File: src/rtl/pe_driver.sv
// Command/operand sequencer for a single weight- or input-stationary MAC PE.
// Preloads the stationary value, streams operands under a 2-credit budget and buffers PE results.
module pe_driver #(
   parameter int DATA_WIDTH  = 16,
   parameter int ACCUM_WIDTH = 32
) (
   input  logic                   clk,
   input  logic                   rst,
   input  logic                   cmd_valid,
   output logic                   cmd_ready,
   input  logic [1:0]             cmd_mode,
   input  logic [DATA_WIDTH-1:0]  cmd_weight,
   input  logic [7:0]             cmd_len,
   input  logic                   op_valid,
   output logic                   op_ready,
   input  logic [DATA_WIDTH-1:0]  op_a,
   input  logic [ACCUM_WIDTH-1:0] op_psum,
   output logic                   res_valid,
   input  logic                   res_ready,
   output logic [ACCUM_WIDTH-1:0] res_data,
   output logic                   res_last,
   output logic [1:0]             dataflow_sel,
   output logic                   preload_en,
   output logic [DATA_WIDTH-1:0]  preload_data,
   output logic [DATA_WIDTH-1:0]  pe_input_0,
   output logic [ACCUM_WIDTH-1:0] pe_input_1,
   output logic [DATA_WIDTH-1:0]  pe_input_2,
   input  logic [ACCUM_WIDTH-1:0] pe_output_1,
   output logic                   busy,
   output logic                   err,
   output logic [1:0]             fsm_state
);

   typedef enum logic [1:0] {IDLE = 2'd0, PRELOAD = 2'd1, STREAM = 2'd2, DRAIN = 2'd3} state_t;

   state_t                 state, state_next;
   logic [DATA_WIDTH-1:0]  weight_q;
   logic [7:0]             len_q;
   logic [7:0]             op_cnt;
   logic                   inflight;
   logic                   inflight_last;
   logic [ACCUM_WIDTH-1:0] fifo_data [2];
   logic                   fifo_last [2];
   logic                   wr_ptr, rd_ptr;
   logic [1:0]             fifo_count;

   logic cmd_fire, cmd_legal, op_fire, op_is_last, push, pop;

   // Every channel transfers on a cycle where valid and ready are both high at the
   // rising edge; valid never depends on ready, and ready never depends on valid.
   assign cmd_fire   = cmd_valid && cmd_ready;
   assign cmd_legal  = !cmd_mode[1];
   assign op_fire    = op_valid && op_ready;
   assign op_is_last = op_fire && ((op_cnt + 8'd1) == len_q);
   assign push       = inflight;
   assign pop        = res_valid && res_ready;

   assign cmd_ready    = (state == IDLE);
   assign busy         = (state != IDLE);
   assign fsm_state    = state;
   assign preload_en   = (state == PRELOAD);
   assign preload_data = preload_en ? weight_q : '0;
   // Credits count both buffered results and the one still inside the PE.
   assign op_ready     = (state == STREAM) && ((fifo_count + {1'b0, inflight}) < 2'd2);
   assign pe_input_0   = '0;
   assign pe_input_1   = op_fire ? op_psum : '0;
   assign pe_input_2   = op_fire ? op_a : '0;
   assign res_valid    = (fifo_count != 2'd0);
   assign res_data     = fifo_data[rd_ptr];
   assign res_last     = fifo_last[rd_ptr];

   always_comb begin
      state_next = state;
      case (state)
         IDLE:    if (cmd_fire && cmd_legal) state_next = PRELOAD;
         PRELOAD: state_next = (len_q != 8'd0) ? STREAM : IDLE;
         STREAM:  if (op_is_last) state_next = DRAIN;
         DRAIN:   if (!inflight && (fifo_count == 2'd0)) state_next = IDLE;
         default: state_next = IDLE;
      endcase
   end

   always_ff @(posedge clk or posedge rst) begin
      if (rst) state <= IDLE;
      else     state <= state_next;
   end

   always_ff @(posedge clk or posedge rst) begin
      if (rst) begin
         dataflow_sel  <= 2'b00;
         weight_q      <= '0;
         len_q         <= '0;
         op_cnt        <= '0;
         err           <= 1'b0;
         inflight      <= 1'b0;
         inflight_last <= 1'b0;
      end else begin
         err           <= cmd_fire && !cmd_legal;
         inflight      <= op_fire;
         inflight_last <= op_is_last;
         if (cmd_fire && cmd_legal) begin
            dataflow_sel <= cmd_mode;
            weight_q     <= cmd_weight;
            len_q        <= cmd_len;
            op_cnt       <= '0;
         end else if (op_fire) begin
            op_cnt <= op_cnt + 8'd1;
         end
      end
   end

   always_ff @(posedge clk or posedge rst) begin
      if (rst) begin
         for (int i = 0; i < 2; i++) begin
            fifo_data[i] <= '0;
            fifo_last[i] <= 1'b0;
         end
         wr_ptr     <= 1'b0;
         rd_ptr     <= 1'b0;
         fifo_count <= 2'd0;
      end else begin
         if (push) begin
            fifo_data[wr_ptr] <= pe_output_1;
            fifo_last[wr_ptr] <= inflight_last;
            wr_ptr            <= ~wr_ptr;
         end
         if (pop) rd_ptr <= ~rd_ptr;
         case ({push, pop})
            2'b10:   fifo_count <= fifo_count + 2'd1;
            2'b01:   fifo_count <= fifo_count - 2'd1;
            default: fifo_count <= fifo_count;
         endcase
      end
   end

endmodule
File: config.mk
export PLATFORM = sky130hd
export DESIGN_NAME = pe_driver
export DESIGN_NICKNAME = d
export VERILOG_FILES = /design/src/rtl/pe_driver.sv
export SDC_FILE = /design/constraint.sdc
export NUM_CORES = 1
export LEC_CHECK = 0
export CAP_MARGIN = 0
export CORE_MARGIN = 2
export CORE_UTILIZATION = 39
export DETAILED_ROUTE_END_ITERATION = 8
export MAX_ROUTING_LAYER = met4
export PLACE_DENSITY_LB_ADDON = 0.1
export SLEW_MARGIN = 25
export SYNTH_ARGS = -nofsm -noshare
export SYNTH_HDL_FRONTEND = slang
export SYNTH_SLANG_ARGS = --single-unit
File: constraint.sdc
create_clock -name clk -period 3.95 [get_ports clk]
set_clock_uncertainty 0.15 [all_clocks]
set_input_delay 0.79 -clock clk [delete_from_list [all_inputs] [get_ports clk]]
set_output_delay 0.79 -clock clk [all_outputs]
set_load 0.005 [all_outputs]
==> impl_metrics.ini, run 1 <==
[layout]
area_growth_pct = 48.2
layout_common_cells = 217 x clkdlybuf4s50_1, 109 x dfrtp_1, 83 x mux2_2
antenna_cells = 0
final_nets = 760
post-route-cell-area_mm2 = 0.00802
drive_above_1_share_pct = 17.5
layout_commonest_cell = clkdlybuf4s50_1

[logic_synthesis]
synth_cell_types = 44
synth-edff-count = 0
synthAdderAreaFrac_pct = 0.463
synth_compound_area_share_pct = 3.72
async_flop_share_pct = 100
synth_top_family_by_area = multiplexers
synth-xor-area-share_pct = 2.59
syn_area_mm2 = 0.00541
synth-simple-area-share_pct = 11.7
syn_area_per_cell_um2 = 12.4
syn_inst = 438
ys_ff_latch = 109
muxShareOfSynthArea_pct = 26.2
yosysWarnings = 0
ys_seq_area_share_pct = 50.4
synth_flop_cell = dfrtp_1

[detailed_routing]
totalWireLength_um = 12700
vias_per_cell = 4.76
drc_errors = 0
vias = 3953
firstDrtPassIters = 4
postRouteAntennaNets = 0
wire_per_inst_um = 15.2
drt_iter0_drc = 152

[global_route]
use_met1_pct = 21.2
grt_max_degree = 50
grt_pass1_wl_um = 20100
gr-usage-met2_pct = 29.9
grt_pass1_vias = 4188
antenna_found_initial = 0
busiest_layer = met2
grtUsageMet3_pct = 4.26
grt_usage_pct = 17.7
grt-ovfl-total = 0

[sta]
fmax_mhz = 288
finalSetupViolations = 0
tightest_slew_ns = 0.916
rsz0062_at_grt = false
fin_ws_ns = 0.472
final.setup.tns_ns = 0
slew_headroom_pct = 39.0
final.min_clock_period_ns = 3.48
slew_viol_final = 0
final.period_utilization_pct = 88.1
hold_viol_final = 0

[clocking]
clockBufferDepth = 2
numCtsBuffers = 9
h-tree-depth = 3
worstSkewPairLatency_ns = 0.35
cts_setup_buffers = 0
cts.repair.resized = 0
path_clk_slew_ns = 0.07
postCtsHoldBufs = 0
clock-sinks = 109
cts_tree = yes
cts_root_buf = clkbuf_16

[worst_hold_path]
holdCritStartpoint = rd_ptr
hold_class = reg2reg

[outcome]
outcome = finished clean

[placement]
pre_cts_slack_ns = 0.463
postPlaceCellArea_mm2 = 0.00770
place_hpwl_um = 9180
place.gp.congestion = 0.860
numPortBuffers = 217

[flow_run]
cap_violations = 0

[worst_setup_path]
cpMaxStageDelayCell = clkdlybuf4s50_1
critPathRequiredTime_ns = 3.01
cp_max_fo = 31
crit_chain = clkdlybuf4s50_1 > o2111ai_4 > inv_2 > buf_4 > and2_1 > clkdlybuf4s50_1
cp-end-kind = primary output
cp-start-kind = primary input
path_delay_family = buffers and inverters
r2r_start = inflight
crit_path_frequent_cell = clkdlybuf4s50_1
crit_type = in2out
critPathMaxStageDelay_ns = 0.50
cp-startpoint = op_valid
arrival_ns = 2.54
critPathBufInv = 4

[pwr]
p_leak_uw = 0.00333
powerDensity_mw_per_mm2 = 681
ir_drop_mv = 0.262

[die]
design.die.area_mm2 = 0.0148
die_w_um = 122
die_y_um = 122
std_cell_rows = 43
initial_core_util_pct = 39.4
io_pins = 234
core_region_area_mm2 = 0.0137
[flip-flops by register name (all words and copies together), names as in the netlist, named ones only]
| signal | flops |
|---|---|
| fsm_state | 1 |
| inflight_last | 1 |
| fifo_last | 2 |
| inflight | 1 |
| rd_ptr | 1 |
| len_q | 8 |
| wr_ptr | 1 |
| weight_q | 16 |
| fifo_count | 2 |
| op_cnt | 8 |
| err | 1 |
| fifo_data | 64 |
| dataflow_sel | 2 |
[where the power goes]
| group | switching [uW] | internal (uW) |
|---|---|---|
| sequential | 320 | 1640 |
| combinational | 888 | 1640 |
| clock | 409 | 556 |
| total | 1620 | 3840 |
[worst paths after layout]
kind / endpoint / slack (ns) / depth (start not counted)
setup / recovery: pe_input_1[27] / 0.47 / 6
hold / removal: rd_ptr / 0.31 / 1
setup reg to reg: inflight_last / 1.58 / 7
hold reg to reg: rd_ptr / 0.31 / 1
max in group asynchronous: fifo_data[53] / 2.20 / 3
min in group asynchronous: fifo_data[29] / 0.71 / 2
[per-layer routing]
metal  share of wire [%]  vias to the layer above
li1                    -                     1888
met1                  43                     1929
met2                  51                      121
met3                 4.9                       15
met4                 1.4                        0
met5                   0                        -
[synth_stat cells (2+ instances only)]
cell type | instances | area (um^2)
mux2i_1 | 2 | 20.0
nor4_1 | 2 | 12.5
and2_1 | 67 | 419
buf_2 | 9 | 45.0
buf_1 | 3 | 11.3
mux2_1 | 41 | 462
ha_1 | 2 | 25.0
buf_4 | 16 | 120
nand4_1 | 2 | 12.5
nor2_1 | 11 | 41.3
o211ai_1 | 2 | 15.0
and3_1 | 4 | 25.0
mux2_2 | 83 | 935
nand2b_1 | 2 | 12.5
xor2_1 | 8 | 70.1
o31ai_1 | 2 | 15.0
o21ai_1 | 8 | 40.0
a21oi_1 | 3 | 15.0
o21ai_0 | 2 | 10.0
nand2_1 | 8 | 30.0
clkbuf_1 | 14 | 52.6
xnor2_1 | 8 | 70.1
nand3_1 | 5 | 25.0
inv_1 | 5 | 18.8
a31oi_1 | 2 | 12.5
dfrtp_1 | 109 | 2730
[cell families (layout without fill, tap and decap cells)]
family,count (synthesis),after routing
muxes,126,126
DFF,109,109
and+or+nand+nor,108,108
buffers and inverters,49,247
AOI/OAI and AO/OA,27,27
xor gates and xnor gates,16,16
adders and majority gates,2,2
other,1,16
[layout make-up]
| cell class | count | area, um^2 |
|---|---|---|
| well taps | 180 | 225 |
| repair buffers | 226 | 2240 |
| multi-input cells | 295 | 2480 |
| clock buffers | 10 | 229 |
| clock inverters | 5 | 85.1 |
| inverters | 6 | 25.0 |
| fillers | 1165 | 5700 |
| flip-flops and latches | 109 | 2730 |
[per-stage QoR]
| step | std cells | hold WS, ns | util [%] | total power (uW) |
|---|---|---|---|---|
| 4_1_cts | 831 | 0.322 | 58.4 | 5530 |
| 5_1_grt | 831 | 0.354 | 58.4 | 5840 |
| 2_1_floorplan | 453 | 0.299 | - | 3320 |
| 3_5_place_dp | 816 | 0.309 | 56.1 | 4540 |
| 3_3_place_gp | 816 | 0.306 | 56.1 | 4470 |
| 6_report | 831 | 0.315 | 58.4 | 5460 |
[worst register-to-register path, stage by stage (launching register included)]
cell,delay [ns]
dfrtp_1,0.53
and3_1,0.29
o2111ai_4,0.21
inv_2,0.11
buf_4,0.25
nand4_1,0.15
a2111oi_2,0.42
and2_1,0.19
Note: power is estimated with default switching activity, not from simulation.
==> run 2: changes to the inputs <==
==> constraint.sdc (replaced) <==
create_clock -name clk -period 3.95 [get_ports clk]
set_clock_uncertainty 0.15 [all_clocks]
set_input_delay 0.79 -clock clk [delete_from_list [all_inputs] [get_ports clk]]
set_output_delay 0.79 -clock clk [all_outputs]
set_load 0.1 [all_outputs]
==> impl_metrics.ini, run 2 (synthesis results as in run 1) <==
[clocking]
clock-sinks = 109
cts_tree = yes
postCtsHoldBufs = 0
cts_root_buf = clkbuf_16
numCtsBuffers = 9
cts.repair.resized = 0
path_clk_slew_ns = 0.07
clockBufferDepth = 2
h-tree-depth = 3
worstSkewPairLatency_ns = 0.35
cts_setup_buffers = 0

[worst_setup_path]
critPathMaxStageDelay_ns = 0.50
worstRegToRegCells = 7
critPathRequiredTime_ns = 3.01
cpMaxStageDelayCell = clkdlybuf4s50_1
r2r_start = inflight
arrival_ns = 2.41
cp_max_fo = 57
path_depth = 6
r2r_end = inflight_last
crit_type = in2out
cp-startpoint = op_valid
cp-start-kind = primary input
r2r_slack_ns = 1.46
path_delay_family = buffers and inverters
cp-end-kind = primary output
crit_chain = clkdlybuf4s50_1 > o2111ai_4 > inv_2 > buf_4 > and2_1 > buf_12
critPathCapture = pe_input_2[12]
critPathBufInv = 4

[layout]
layout_commonest_cell = clkdlybuf4s50_1
post-route-cell-area_mm2 = 0.00830
largest_register = fifo_data
area_growth_pct = 53.3
nFillCells = 1100
final_nets = 757
layout_common_cells = 115 x clkdlybuf4s50_1, 109 x dfrtp_1, 83 x mux2_2
antenna_cells = 0
drive_above_1_share_pct = 32.9
largest_reg_flops = 64
largestRegisters = fifo_data: 64 flops, weight_q: 16 flops

[sta]
fmax_mhz = 298
slew_viol_final = 0
rsz0062_at_grt = false
slew_headroom_pct = 34.3
final.period_utilization_pct = 84.9
tightest_slew_ns = 0.982
final.setup.tns_ns = 0
finalSetupViolations = 0
hold_viol_final = 0
final.min_clock_period_ns = 3.35

[worst_hold_path]
hold_class = reg2reg

[die]
design.die.area_mm2 = 0.0148
die_y_um = 122
io_pins = 234
die_w_um = 122
initial_core_util_pct = 39.4
core_region_area_mm2 = 0.0137
std_cell_rows = 43

[global_route]
grt_usage_pct = 18.4
grt-ovfl-total = 0
grt_max_degree = 74
antenna_found_initial = 0
grt_pass1_wl_um = 20600
grt_pass1_vias = 4092

[detailed_routing]
vias_per_cell = 4.79
wire_per_inst_um = 15.9
drc_errors = 0
firstDrtPassIters = 4
vias = 3964
drt_iter0_drc = 223
postRouteAntennaNets = 0
totalWireLength_um = 13100

[placement]
postPlaceCellArea_mm2 = 0.00803
place.gp.congestion = 0.814
place_hpwl_um = 9560
numPortBuffers = 217

[flow_run]
cap_violations = 0

[outcome]
outcome = finished clean
run 2: cell count changes in the layout (fill, tap and decap cells not counted), moves of 2 or more:
cell,delta
buf_12,+48
buf_4,+51
bufinv_16,-2
clkdlybuf4s50_1,-102
run 2: cell type report:
| type | instances | area, um^2 | share of cell area, % |
|---|---|---|---|
| tap | 180 | 225 | 2.71 |
| timing repair buffer | 223 | 2560 | 30.9 |
| inverter | 6 | 25.0 | 0.302 |
| multi-input combinational | 295 | 2490 | 30.0 |
| clock inverter | 3 | 21.3 | 0.256 |
| clock buffer | 12 | 246 | 2.97 |
| sequential | 109 | 2730 | 32.9 |
run 2: worst min-delay path by stage:
stage	startpoint	end	slack, ns	cells after the start
finish	weight_q[12]	weight_q[12]	0.33	1
global route	weight_q[1]	weight_q[1]	0.35	1
CTS	weight_q[13]	weight_q[13]	0.33	1
detailed placement	weight_q[13]	weight_q[13]	0.32	1
global placement	weight_q[13]	weight_q[13]	0.31	1
floorplan	weight_q[0]	weight_q[0]	0.30	1
run 2: per-stage QoR:
| step | setup WS, ns | instances | hold WS [ns] | util (%) |
|---|---|---|---|---|
| 2_1_floorplan | 0.114 | 453 | 0.299 | - |
| 3_3_place_gp | 0.610 | 813 | 0.309 | 58.5 |
| 3_5_place_dp | 0.594 | 813 | 0.318 | 58.5 |
| 4_1_cts | 0.591 | 828 | 0.334 | 60.5 |
| 5_1_grt | 0.469 | 828 | 0.352 | 60.5 |
| 6_report | 0.597 | 828 | 0.330 | 60.5 |
run 2: metal layers:
metal  share of wire [%]  track usage (%)  wire (um)  up-vias
li1                    -                -          -     1881
met1                  41             22.0       5420     1938
met2                  51             30.0       6650      129
met3                 6.5             5.62        859       16
met4                 1.6             5.32        204        0
met5                   0                -          0        -
Power of run 2 is not shown: default switching activity piles up to over one toggle a cycle in this logic, so the estimate is an artifact.
==> patch 1, RTL diff (flow settings as in run 1) <==
Change the parameter `ACCUM_WIDTH` from 32 to 40.
--- a/src/rtl/pe_driver.sv
+++ b/src/rtl/pe_driver.sv
@@ -4,3 +4,3 @@
    parameter int DATA_WIDTH  = 16,
-   parameter int ACCUM_WIDTH = 32
+   parameter int ACCUM_WIDTH = 40
 ) (
Ports: changed (resized op_psum, pe_input_1, pe_output_1 and res_data); port bits go from 234 to 266. No check against the original RTL was run, so the function may have changed too.
==> patch 1 against run 1 <==
- area after synthesis is 14% higher
- wire length is 21% higher
- total power is 27% higher
- sequential share of layout area is 0.71 points lower
- global-route usage is 1.1 points higher
- cell area is 17% higher
- sequential cell count is 16 higher
- setup slack worse by 0.20 ns
- cell count is 16% higher
- critical path type unchanged
- largest power group unchanged
- highest routed layer unchanged
==> patch 1: results (changes against run 1) <==
- **met3 GRT Util** 0.0562, +0.0135
- **routed length on met1** 6.63 mm, +22%
- **global-route total usage across every layer** 0.189, +0.0114
- **clock slew at the register clock pins of the worst setup and hold paths** 0.05 ns, -0.02 ns
- **actual transition at the worst max-transition pin** 0.915 ns, -0.000827 ns
- **top-count cell post-synth** sky130_fd_sc_hd__mux2_2
- **average wire per standard cell** 15.9 um, +4.3%
- **period utilization** 0.932, +0.0515
- **post-DP HPWL** 11.2 mm, +22%
- **GR Layer Usage met2** 0.294, -0.00442
- **deepest level of the CTS H-tree** 4, +1
- **status** finished, final reports clean
- **post-route insts no fill** 961, +16%
- **routability-driven placement congestion ratio** 0.823, -4.3%
- **leading cell types by count after synthesis** 143 x sky130_fd_sc_hd__mux2_2, 125 x sky130_fd_sc_hd__dfrtp_1, 74 x sky130_fd_sc_hd__and2_1
- **hold worst-path end** fifo_data[64]$_DFFE_PP0P_
- **setup slack, reg-to-reg** 1.45 ns, -0.13 ns
- **Crit Reg-Reg Startpoint** fsm_state[0]$_DFFE_PP0P_
- **placement-stage worst setup slack** 0.243 ns, -0.219 ns
- **pin count of the biggest net entering global routing** 67, +34%
- **met3 routed wirelength** 910 um, +47%
- **count of filler cells inserted in the layout** 1251, +7.4%
- **GR Util met1** 0.233, +0.0211
- **start point of the worst hold path** fifo_data[64]$_DFFE_PP0P_
- **mean instance size in the synthesized netlist** 12.5 sq um, +1.5%
- **final hold slack** 0.338 ns, +0.0237 ns
- **number of library cell types mapped by synthesis** 41, -6.8%
- **largest fanout of any net on the critical path** 58, +87%
- **clock latency at the later pin of the worst-skew pair** 0.41 ns, +0.06 ns
- **post-synthesis sequential area ratio** 0.508, +0.00376
- **input/output buffers** 249, +15%
- **final core occ** 0.613, +0.0291
- **TritonCTS Buffers** 17, +8
- **wire length of the first global-routing pass** 23.9 mm, +19%
- **final-stage net count** 866, +14%
- **Synth Area in Adders** 0.00406, -0.000562
- **vias per cell** 4.73, -0.64%
- **placed instance area** 8770 sq um, +14%
- **Slowest Stage Delay on Critical Path** 0.53 ns, +0.03 ns
- **largest registers** fifo_data (80), weight_q (16)
- **terminus of the critical flop-to-flop path** op_cnt[3]$_DFFE_PP0P_
- **leak pwr** 3.90 nW, +17%
- **proportion of register bits with asynchronous set or reset after synthesis** 1.00, unchanged
- **vias in the first global route** 4780, +14%
## patch 1: changes by cell type after synthesis, moves of 4 or more
| cell | change |
|---|---|
| sky130_fd_sc_hd__and2_1 | +7 |
| sky130_fd_sc_hd__o21ai_0 | +12 |
| sky130_fd_sc_hd__o21ai_1 | -7 |
| sky130_fd_sc_hd__buf_4 | +5 |
| sky130_fd_sc_hd__mux2_2 | +60 |
| sky130_fd_sc_hd__dfrtp_1 | +16 |
| sky130_fd_sc_hd__clkbuf_1 | -6 |
| sky130_fd_sc_hd__nor2_1 | -4 |
| sky130_fd_sc_hd__mux2_1 | -37 |
## patch 1: area by class of cell
| class | count | share of cell area |
|---|---|---|
| well taps | 211 | 0.0281 |
| flip-flops and latches | 125 | 0.333 |
| clock inverters | 10 | 0.0144 |
| inverters | 7 | 0.00333 |
| repair buffers | 256 | 0.271 |
| multi-input cells | 330 | 0.299 |
| clock buffers | 22 | 0.0515 |
## patch 1: logic make-up after synthesis
| logic type | after synthesis |
|---|---|
| other | 1 |
| XOR/XNOR | 18 |
| multiplexers | 147 |
| flip-flops | 125 |
| adder cells (fa/ha/maj) | 2 |
| AO/OA/AOI/OAI | 31 |
| AND/OR/NAND/NOR | 116 |
| buffers and inverters | 51 |
## patch 1: report_power, final
part | total, W | internal [W] | leakage [nW] | switching (W)
logic | 0.00305 | 0.00200 | 2.10 | 0.00105
clock network | 0.00160 | 0.00106 | 0.306 | 0.000542
registers | 0.00229 | 0.00189 | 1.50 | 0.000395
total | 0.00694 | 0.00496 | 3.90 | 0.00199
## patch 1: worst max path at each step
stage / cells after the start / endpoint
after floorplan: 6 / pe_input_1[10]
after detailed placement: 6 / pe_input_2[0]
after global placement: 6 / pe_input_2[3]
final: 6 / pe_input_2[0]
after global routing: 6 / pe_input_2[4]
after CTS: 6 / pe_input_2[0]
==> patch 2, RTL diff (flow settings as in run 1) <==
Without the edit above. Register the input `cmd_mode` before use, with the module's reset. The logic sees it one clock later. The other inputs are not delayed to match.
--- a/src/rtl/pe_driver.sv
+++ b/src/rtl/pe_driver.sv
@@ -35,2 +35,12 @@
 
+   logic [1:0] cmd_mode_q;
+
+   always_ff @(posedge clk or posedge rst) begin
+      if (rst) begin
+         cmd_mode_q <= '0;
+      end else begin
+         cmd_mode_q <= cmd_mode;
+      end
+   end
+
    state_t                 state, state_next;
@@ -51,3 +61,3 @@
    assign cmd_fire   = cmd_valid && cmd_ready;
-   assign cmd_legal  = !cmd_mode[1];
+   assign cmd_legal  = !cmd_mode_q[1];
    assign op_fire    = op_valid && op_ready;
@@ -101,3 +111,3 @@
          if (cmd_fire && cmd_legal) begin
-            dataflow_sel <= cmd_mode;
+            dataflow_sel <= cmd_mode_q;
             weight_q     <= cmd_weight;
Function: changed (Yosys sat finds a counterexample within 4 cycles, from zero or initial values and one cycle with rst high).
==> patch 2 against run 1 <==
- non-clock buffer count is 1 lower
- setup slack gained 0.040 ns
- total power is 1.3% higher
- cell area up 0.27%
- wire length grew 5.8%
- sequential cell count up 2
- cell count is 0.60% higher
- area after synthesis increased by 0.46%
- critical path type unchanged
==> patch 2: results (changes against run 1) <==
- **status** finished, final reports clean
- **fraction of final layout cells with drive strength greater than 1** 0.236, +0.0612
- **count of TritonRoute iterations in the first routing pass** 6, +2
- **Gate power share** 0.478, +0.014
- **PostCTS Resize Cnt** 0, unchanged
- **category of cells accounting for the largest share of critical-path delay** buffers and inverters
- **cells taking the most area after synthesis** sky130_fd_sc_hd__dfrtp_1 51%, sky130_fd_sc_hd__mux2_2 26%, sky130_fd_sc_hd__and2_1 7.5%
- **normalized max-slew margin** 0.379, -0.0105
- **GR Util met1** 0.217, +0.00447
- **leak pwr** 3.33 nW, about the same
- **register area** 2780 sq um, +1.8%
- **count of filler cells inserted in the layout** 1156, -0.77%
- **count of cells along the worst register-to-register path** 6, -1
- **leading cell types by count after synthesis** 124 x sky130_fd_sc_hd__mux2_2, 111 x sky130_fd_sc_hd__dfrtp_1, 65 x sky130_fd_sc_hd__and2_1
- **post-DP HPWL** 9.89 mm, +7.7%
- **global-route total usage across every layer** 0.190, +0.0129
- **vias post-DR** 3991, +0.96%
- **Peak supply drop** 244 uV, -6.9%
- **proportion of final cell area spent on non-clock buffers** 0.281, +0.00144
- **multi-input combinational cell area** 2460 sq um, -1.1%
- **type of the most critical hold path** reg2reg
- **Sequential Power** 0.00199 W
- **initial drt markers** 189, +24%
- **routability-driven placement congestion ratio** 0.770, -11%
- **number of clock buffers in the layout** 12, +2
- **flip-flop and latch count** 111, +1.8%
- **post-synthesis sequential area ratio** 0.511, +0.00689
- **antenna diode count** 0, unchanged
- **Bufs on Longest Clock Path** 2, unchanged
- **deepest level of the CTS H-tree** 3, unchanged
- **largest registers** fifo_data (64), weight_q (16)
- **Non-CTS buffers** 225, -0.44%
- **vias in the first global route** 4243, +1.3%
- **Arr. time, crit path** 2.50 ns, -0.04 ns
- **pin count of the biggest net entering global routing** 69, +38%
- **final hold slack** 0.335 ns, +0.0207 ns
- **Slowest cell on crit path** sky130_fd_sc_hd__clkdlybuf4s50_1
- **GR Layer Usage met2** 0.323, +0.0248
- **start point of the worst hold path** cmd_mode_q[0]$_DFF_PP0_
- **switching power of the nets** 0.00164 W, +1.2%
- **met3 GRT Util** 0.0459, +0.00328
- **Seq pwr share** 0.360, about the same
- **comb_multi_in** 298, +1.0%
- **largest fanout of any net on the critical path** 48, +55%
- **depth of the worst hold-timing path** 1, unchanged
- **terminus of the critical flop-to-flop path** fsm_state[0]$_DFFE_PP0P_
- **wire length of the first global-routing pass** 21.1 mm, +4.9%
- **Crit Reg-Reg Startpoint** op_cnt[0]$_DFFE_PP0P_
- **Slowest Stage Delay on Critical Path** 0.52 ns, +0.02 ns
- **final-stage net count** 764, +0.53%
- **input/output buffers** 217, unchanged
- **Clock-cell share** 0.0366, -0.00259
- **setup slack, reg-to-reg** 1.83 ns, +0.25 ns
- **average wire per standard cell** 16.0 um, +5.2%
- **hold worst-path end** dataflow_sel[0]$_DFFE_PP0P_
- **YS warnings** 0, unchanged
patch 2: stage by stage:
| step | area [sq um] | setup slack, ns | util | std cells |
|---|---|---|---|---|
| 2_1_floorplan | 5490 | 0.0793 | - | 457 |
| 4_1_cts | 8040 | 0.488 | 0.586 | 836 |
| 3_5_place_dp | 7740 | 0.488 | 0.564 | 820 |
| 3_3_place_gp | 7740 | 0.535 | 0.564 | 820 |
| 5_1_grt | 8040 | 0.383 | 0.586 | 836 |
| 6_report | 8040 | 0.512 | 0.586 | 836 |
patch 2: layer usage:
| metal | wire length, um | share of wire | vias to the layer above |
|---|---|---|---|
| li1 | - | - | 1897 |
| met1 | 5340 | 0.40 | 1934 |
| met2 | 6910 | 0.52 | 144 |
| met3 | 910 | 0.068 | 16 |
| met4 | 235 | 0.018 | 0 |
| met5 | 0 | 0 | - |
patch 2: cell families after synthesis:
| logic type | Yosys count | synth area share |
|---|---|---|
| flops | 111 | 0.511 |
| other cells | 1 | 0.000690 |
| compound gates | 29 | 0.0325 |
| simple gates | 112 | 0.122 |
| xor+xnor | 15 | 0.0242 |
| mux | 124 | 0.257 |
| buf+inv | 48 | 0.0486 |
| fa+ha+maj | 2 | 0.00460 |
patch 2: how the worst max path moves through the flow:
stage | start | end | slack, ns | cells past startpoint
3_5_place_dp | op_valid | pe_input_2[8] | 0.49 | 6
2_1_floorplan | rst | async pin | 0.08 | 1
4_1_cts | op_valid | pe_input_2[8] | 0.49 | 6
3_3_place_gp | op_valid | pe_input_1[8] | 0.53 | 6
5_1_grt | op_valid | pe_input_2[8] | 0.38 | 6
6_report | op_valid | pe_input_2[8] | 0.51 | 6
